**config.mk**
```make
export PLATFORM = sky130hd
export DESIGN_NAME = stopwatch_counter
export DESIGN_NICKNAME = d
export VERILOG_FILES = /design/src/rtl/stopwatch_pkg.sv /design/src/rtl/stopwatch_prescaler.sv /design/src/rtl/stopwatch_counter.sv
export SDC_FILE = /design/constraint.sdc
export NUM_CORES = 1
export LEC_CHECK = 0
export CELL_PAD_IN_SITES_DETAIL_PLACEMENT = 0
export CELL_PAD_IN_SITES_GLOBAL_PLACEMENT = 1
export CORE_MARGIN = 3
export CORE_UTILIZATION = 40
export CTS_CLUSTER_DIAMETER = 120
export CTS_CLUSTER_SIZE = 30
export DETAILED_ROUTE_END_ITERATION = 12
export PLACE_DENSITY = 0.8
export SLEW_MARGIN = 20
export SYNTH_ARGS = -nofsm -noshare
export SYNTH_HDL_FRONTEND = slang
export SYNTH_SLANG_ARGS = --single-unit
export TNS_END_PERCENT = 50
```
**constraint.sdc**
```tcl
create_clock -name clock -period 7.7 [get_ports clock]
set_clock_uncertainty 0.05 [all_clocks]
set_input_delay 2.31 -clock clock [delete_from_list [all_inputs] [get_ports clock]]
set_output_delay 2.31 -clock clock [all_outputs]
set_load 0.02 [all_outputs]
```
**src/rtl/stopwatch_pkg.sv**
```systemverilog
// stopwatch_pkg: shared state encoding, count widths/limits and tick divider helper.
package stopwatch_pkg;
    typedef enum logic [1:0] {IDLE, RUNNING, PAUSED} state_t;
    localparam int MINS_W = 7;
    localparam int SECS_W = 6;
    localparam int DECS_W = 7;
    localparam logic [DECS_W-1:0] DECS_MAX = 7'd99;
    localparam logic [SECS_W-1:0] SECS_MAX = 6'd59;
    localparam logic [MINS_W-1:0] MINS_MAX = 7'd99;
    function automatic int tick_div(input int clk_freq_hz);
        return clk_freq_hz / 100;
    endfunction
endpackage

```
**src/rtl/stopwatch_prescaler.sv**
```systemverilog
// stopwatch_prescaler: divides the system clock to the 100 Hz hundredths tick.
module stopwatch_prescaler import stopwatch_pkg::*; #(
    parameter int TICK_DIV = 10
) (
    input  logic clock,
    input  logic reset_n,
    input  logic enable,
    input  logic clear,
    output logic tick
);
    localparam int W = TICK_DIV > 1 ? $clog2(TICK_DIV) : 1;
    logic [W-1:0] cnt;
    assign tick = enable && cnt == W'(TICK_DIV - 1);
    // holds its phase while disabled so a resume keeps the partial hundredth
    always_ff @(posedge clock)
        if (!reset_n || clear) cnt <= '0;
        else if (enable) cnt <= tick ? '0 : cnt + W'(1);
endmodule

```
**src/rtl/stopwatch_counter.sv**
```systemverilog
// stopwatch_counter: start/stop/clear FSM and mm:ss:hh counters of the stopwatch.
// Optional lap snapshot display is built when STOPWATCH_LAP_HOLD_EN is defined.
module stopwatch_counter import stopwatch_pkg::*; #(
    parameter int CLK_FREQ_HZ = 50_000_000
) (
    input  logic              clock,
    input  logic              reset_n,
    input  logic              start_stop,
    input  logic              clear_lap,
    output logic [MINS_W-1:0] stopwatch_unit_mins,
    output logic [SECS_W-1:0] stopwatch_unit_secs,
    output logic [DECS_W-1:0] stopwatch_unit_decs,
    output logic              running,
    output logic              lap_active,
    output logic              rollover
);
    localparam int TICK_DIV = tick_div(CLK_FREQ_HZ);
    state_t state, state_next;
    logic ss_q, cl_q, ss_ev, cl_ev, tick;
    logic decs_wrap, secs_wrap, mins_wrap;
    logic [MINS_W-1:0] live_mins;
    logic [SECS_W-1:0] live_secs;
    logic [DECS_W-1:0] live_decs;
    // edges are registered so the FSM sees a button one edge after capture
    always_ff @(posedge clock)
        if (!reset_n) {ss_q, cl_q, ss_ev, cl_ev} <= '0;
        else begin
            ss_q  <= start_stop;
            cl_q  <= clear_lap;
            ss_ev <= start_stop & ~ss_q;
            cl_ev <= clear_lap & ~cl_q;
        end
    always_comb begin
        state_next = state;
        case (state)
            IDLE:    state_next = (!cl_ev && ss_ev) ? RUNNING : IDLE;
            RUNNING: state_next = ss_ev ? PAUSED : RUNNING;
            PAUSED:  state_next = cl_ev ? IDLE : ss_ev ? RUNNING : PAUSED;
            default: state_next = IDLE;
        endcase
    end
    always_ff @(posedge clock)
        state <= !reset_n ? IDLE : state_next;
    assign running = state == RUNNING;
    stopwatch_prescaler #(.TICK_DIV(TICK_DIV)) u_prescaler (
        .clock   (clock),
        .reset_n (reset_n),
        .enable  (running),
        .clear   (state_next == IDLE),
        .tick    (tick)
    );
    assign decs_wrap = tick && live_decs == DECS_MAX;
    assign secs_wrap = decs_wrap && live_secs == SECS_MAX;
    assign mins_wrap = secs_wrap && live_mins == MINS_MAX;
    always_ff @(posedge clock)
        if (!reset_n || state_next == IDLE) begin
            live_decs <= '0;
            live_secs <= '0;
            live_mins <= '0;
            rollover  <= 1'b0;
        end else begin
            rollover <= mins_wrap;
            if (tick) live_decs <= decs_wrap ? '0 : live_decs + DECS_W'(1);
            if (decs_wrap) live_secs <= secs_wrap ? '0 : live_secs + SECS_W'(1);
            if (secs_wrap) live_mins <= mins_wrap ? '0 : live_mins + MINS_W'(1);
        end
`ifdef STOPWATCH_LAP_HOLD_EN
    logic lap_toggle;
    logic [MINS_W-1:0] snap_mins;
    logic [SECS_W-1:0] snap_secs;
    logic [DECS_W-1:0] snap_decs;
    assign lap_toggle = running && !ss_ev && cl_ev;
    always_ff @(posedge clock)
        if (!reset_n) begin
            lap_active <= 1'b0;
            {snap_mins, snap_secs, snap_decs} <= '0;
        end else if (state_next != RUNNING) lap_active <= 1'b0;
        else if (lap_toggle) begin
            lap_active <= !lap_active;
            if (!lap_active) {snap_mins, snap_secs, snap_decs} <= {live_mins, live_secs, live_decs};
        end
    assign stopwatch_unit_mins = lap_active ? snap_mins : live_mins;
    assign stopwatch_unit_secs = lap_active ? snap_secs : live_secs;
    assign stopwatch_unit_decs = lap_active ? snap_decs : live_decs;
`else
    assign lap_active = 1'b0;
    assign stopwatch_unit_mins = live_mins;
    assign stopwatch_unit_secs = live_secs;
    assign stopwatch_unit_decs = live_decs;
`endif
endmodule

```
# Word-level counts from Yosys, hierarchy flattened
# Index checks and enable logic that the tools add are counted.
# totals
out_inout_bits,23
wordCells,43
input_bits,4
ff_bits,46
# classes
n_reduce_logical,10
bitwise_logic,4
muxes,9
n_addsub,4
n_eq_ne,6
# op_table
op,n
"19-bit by 1-bit adder with 19-bit output, second input constant",1
"19-bit == test, second input constant",1
19-bit two-way mux,1
"7-bit by 1-bit adder with 7-bit output, second input constant",2
"7-bit == test, second input constant",2
7-bit two-way mux,2
"6-bit by 1-bit adder with 6-bit output, second input constant",1
"6-bit == test, second input constant",1
2-bit two-way mux,3
6-bit two-way mux,1
2-bit one-hot mux with 3 select lines,1
1-bit logical AND,5
2-bit logical NOT,2
1-bit AND,2
"2-bit by 1-bit == test with 1-bit output, second input constant",1
"2-bit == test, second input constant",1
1-bit logical NOT,2
1-bit inverter,2
1-bit logical OR,1
1-bit two-way mux,1

# Depth between registers and ports, before layout
# depth
depth_word,6
mapped_depth,8
ltp_nobuf,6

# By module
# Synthesis repeated with hierarchy kept, for this count alone.
# hier_totals
cells_unflattened,238
area_unflattened_um2,2162.1
# modules_own_cells
module,area_each_um2,seq_area_each_um2,instances,cells_each
stopwatch_counter,1222.4,540.5,1,133
stopwatch_prescaler,939.7,380.4,1,105

# Worst setup path before layout
# No wires, ideal clock.
# synth_timing
path_type,input port to flip-flop
start,in reset_n
end,"reg live_decs[1], in the netlist stopwatch_unit_decs[1]"
slack_ps,4567
setup_ps,65
path_buffers,1
cell_stages,4
required_ps,7585
t_arrival_ps,3018
cell_sequence,o31ai_1 or2_2 clkbuf_1 nor2_1
# synth_between
elab_chain_len,2
# synth_lines
element,line_no,text
start: declaration,stopwatch_counter.sv:7,"input logic reset_n,"
1-bit logical NOT,stopwatch_counter.sv:56,if (!reset_n || state_next == IDLE) begin
1-bit logical OR,stopwatch_counter.sv:56,
end signal: assignment,stopwatch_counter.sv:63,if (tick) live_decs <= decs_wrap ? '0 : live_decs + DECS_W'(1);
end: declaration,stopwatch_counter.sv:23,logic [DECS_W-1:0] live_decs;
# Every way passes these cells.
# A chain may end at the register's enable or synchronous reset.

# Final worst setup path
# layout_timing
start,reg state[0]
end,out running
# layout_between
elab_chain_len,1
# layout_lines
element,line_no,text
start: declaration,stopwatch_counter.sv:18,"state_t state, state_next;"
start signal: assignment,stopwatch_counter.sv:43,state <= !reset_n ? IDLE : state_next;
2-bit by 1-bit == test with 1-bit output,stopwatch_counter.sv:44,assign running = state == RUNNING;
end: declaration,stopwatch_counter.sv:13,"output logic running,"
# Every way passes these cells.

==> results by group <==
Run status
  • Outcome: finished, final reports clean

Worst setup path
  • Data arrival time at the worst-slack endpoint: 1700 ps
  • Classification of the worst setup path: reg2out
  • Startpoint Class: flip-flop
  • Required time of the worst setup path: 5340 ps
  • Kind of end point of the critical path: output port
  • Highest net fanout along the worst path: 7

Global route
  • Vias in the first global route: 1570
  • Overall overflow remaining after global route: 0
  • Maximum number of pins on one net before global-route repair: 16
  • Antenna violations before repair: 0
  • Global-route wire length before repair: 7250 um
  • Global-route usage over all layers: 14.5%

Placed design
  • Pre-CTS worst setup slack: 3880 ps
  • Instance area at placement: 2400 um2
  • Sum of net half-perimeters after detailed placement: 3010 um
  • Number of placed instances with taps included: 328
  • Number of port buffers: 25
  • GP Congestion: 0.769

STA
  • Final Cycle Share: 52.8%
  • Peak Freq: between 200 and 250 MHz
  • Tmin final: 4060 ps
  • RSZ-0062 raised after global routing: false
  • Fin Setup TNS: 0 ps
  • Fin. max-slew vios: 0
  • Final setup violating endpoints: 0
  • Tightest Pin Transition: 1020 ps
  • Crit path setup slack, layout: 3640 ps
  • Hold violation total from the final report: 0
  • Max-slew headroom at the worst pin: around a third

Synth
  • Count of cell types in the netlist: between 40 and 50
  • Sequential-to-total area share from yosys stat: 43.7%
  • Mean area per synthesized cell: 8.71 um2
  • Flip-flop and latch count after synthesis: 46
  • Net count after synthesis: 250
  • Warnings from Yosys: 0
  • Number of enable flip-flop cells after synthesis: 0
  • Mapped Cells: 242
  • Main synth FF type: dfxtp_1
  • Post-Synthesis Cell Area: 2110 um2
  • Asr flop ratio synth: 0%

Detailed routing
  • Total length of routed met3 wires: 121 um
  • Final antenna-violating net count: 0
  • Average detailed-routed wire length per instance: 12.2 um
  • Highest routing layer actually used: met4
  • Count of unresolved DRC violations after routing: 0
  • Detailed Route WL: between 4000 and 5000 um
  • Post-DR vias/cell: 5.09
  • Vias post-DR: 1711
  • Wire length on met1: 2100 um
  • Number of DRC markers in iteration 0: 82
  • Routed wire length on met2: 1800 um
  • Pre-Repair DR Iteration Count: 4

Pwr
  • Total power: 0.402 mW
  • Leakage power: 0.751 nW
  • Peak supply drop: 0.000113 V
  • Power Dens Cells: 161 nW/um2

Floorplan
  • FP Rows: 25
  • Core region area: 4910 um2
  • Area of the die: 6170 um2
  • Die Width: 78.6 um
  • Top-level port count: 27
  • Die height: 78.6 um
  • Initial Utilization: 42.9%

Clock tree
  • CTS Buf Count: 5
  • H-tree depth: 2
  • CTS resizes: 0
  • Buffer cell driving the clock tree root: clkbuf_8
  • Number of post-CTS setup repair buffers: 0
  • Clk_lat worst skew: 290 ps
  • Number of buffers inserted by hold repair at cts: 0
  • Longest Clk Path Bufs: 2
  • CTS clock-pin slew for the worst setup and hold paths: ~80 ps
  • Clock tree from TritonCTS: done
  • Count of clock tree sinks: 46

Final layout
  • Final design area excluding fillers: 2490 um2
  • Filler-free cell count of the finished design: 336
  • Number of nets in the final layout: 276
  • Antenna diodes: 0
  • Area Overhead vs Synth: 18.3%
  • Share of post-route cells with drive strength above 1: under 10%

Run
  • Number of max-cap violations: 0

Hold path
  • HP Class: reg2reg
==> metal layers <==
metal,global-route usage (%),vias up
met5,0,-
met4,6.82,0
met3,2.52,7
met2,22.7,24
met1,19.3,792
li1,-,888
==> cell usage in the layout (no fill, tap or decap), drive strengths merged, types with 2 or more instances in the layout <==
cell type / n
or4b: 2
or4: 2
xor2: 13
a21oi: 9
clkbuf: 7
dfxtp: 46
mux2i: 2
nor4: 7
o21ai: 7
and4: 3
nand2: 19
nand3b: 2
clkdlybuf4s50: 25
xnor2: 16
or2: 3
nand4: 10
nor3: 9
nor2b: 3
nand3: 13
and2: 3
ha: 4
or3: 7
nor4b: 3
inv: 6
nor2: 38
==> synth_stat cells, types with 6 or more instances <==
cell type  number  area (um2)
nand2_1        19        71.3
dfxtp_1        46         921
xor2_1         13         114
or3_1           6        37.5
nor2_1         38         143
a21oi_1         9        45.0
nand3_1        13        65.1
xnor2_1        16         140
inv_1           6        22.5
nand4_1         9        56.3
nor3_1          8        40.0
nor4_1          7        43.8
==> area by class of cell <==
cell class,instances,area (um2)
Clock buffer,7,86.3
Fill cell,486,2420
Tap cell,67,83.8
Sequential cell,46,921
Multi-Input combinational cell,183,1120
Clock inverter,1,5.00
Timing Repair Buffer,26,258
Inverter,6,22.5
==> through the flow <==
stage | hold slack, ps | util [%]
3_5_place_dp | 330 | 48.9
2_1_floorplan | 317 | -
6_report | 337 | 50.8
3_3_place_gp | 321 | 48.9
4_1_cts | 342 | 50.8
5_1_grt | 344 | 50.8
==> where the power goes <==
part / total [mW] / switching, mW / internal (mW) / leakage, nW
Sequential: 0.240 / 0.00102 / 0.239 / 0.371
Clock: 0.149 / 0.0767 / 0.0724 / 0.0482
Combinational: 0.0129 / 0.00821 / 0.00469 / 0.331
Total: 0.402 / 0.0859 / 0.316 / 0.751
==> worst paths after layout <==
path                 startpoint             endpoint  slack [ps]  cells after the start
max                    state[0]              running        3640                      3
min                        cl_q                cl_ev         340                      1
max reg2reg  u_prescaler.cnt[6]  u_prescaler.cnt[14]        4900                      5
min reg2reg                cl_q                cl_ev         340                      1
==> critical path: stages (launching register included) <==
cell and delay (ps):
dfxtp_1 380, nand2b_1 190, inv_1 210, clkdlybuf4s50_1 640
==> logic make-up after synthesis <==
group | count (synthesis) | share of synthesized area, %
AO/OA/AOI/OAI | 19 | 5.05
XOR/XNOR | 29 | 12.1
adder cells (fa/ha/maj) | 4 | 2.38
buffers and inverters | 13 | 3.33
flip-flops | 46 | 43.7
multiplexers | 2 | 0.950
other | 1 | 0.178
AND/OR/NAND/NOR | 128 | 32.4
==> flip-flops by register name, indices dropped and copies added, names as in the netlist <==
| register | cells |
|---|---|
| ss_q | 1 |
| state | 2 |
| ss_ev | 1 |
| stopwatch_unit_mins | 7 |
| stopwatch_unit_decs | 7 |
| u_prescaler.cnt | 19 |
| stopwatch_unit_secs | 6 |
| rollover | 1 |
| cl_q | 1 |
| cl_ev | 1 |
Power figures use the tool's default switching activity.
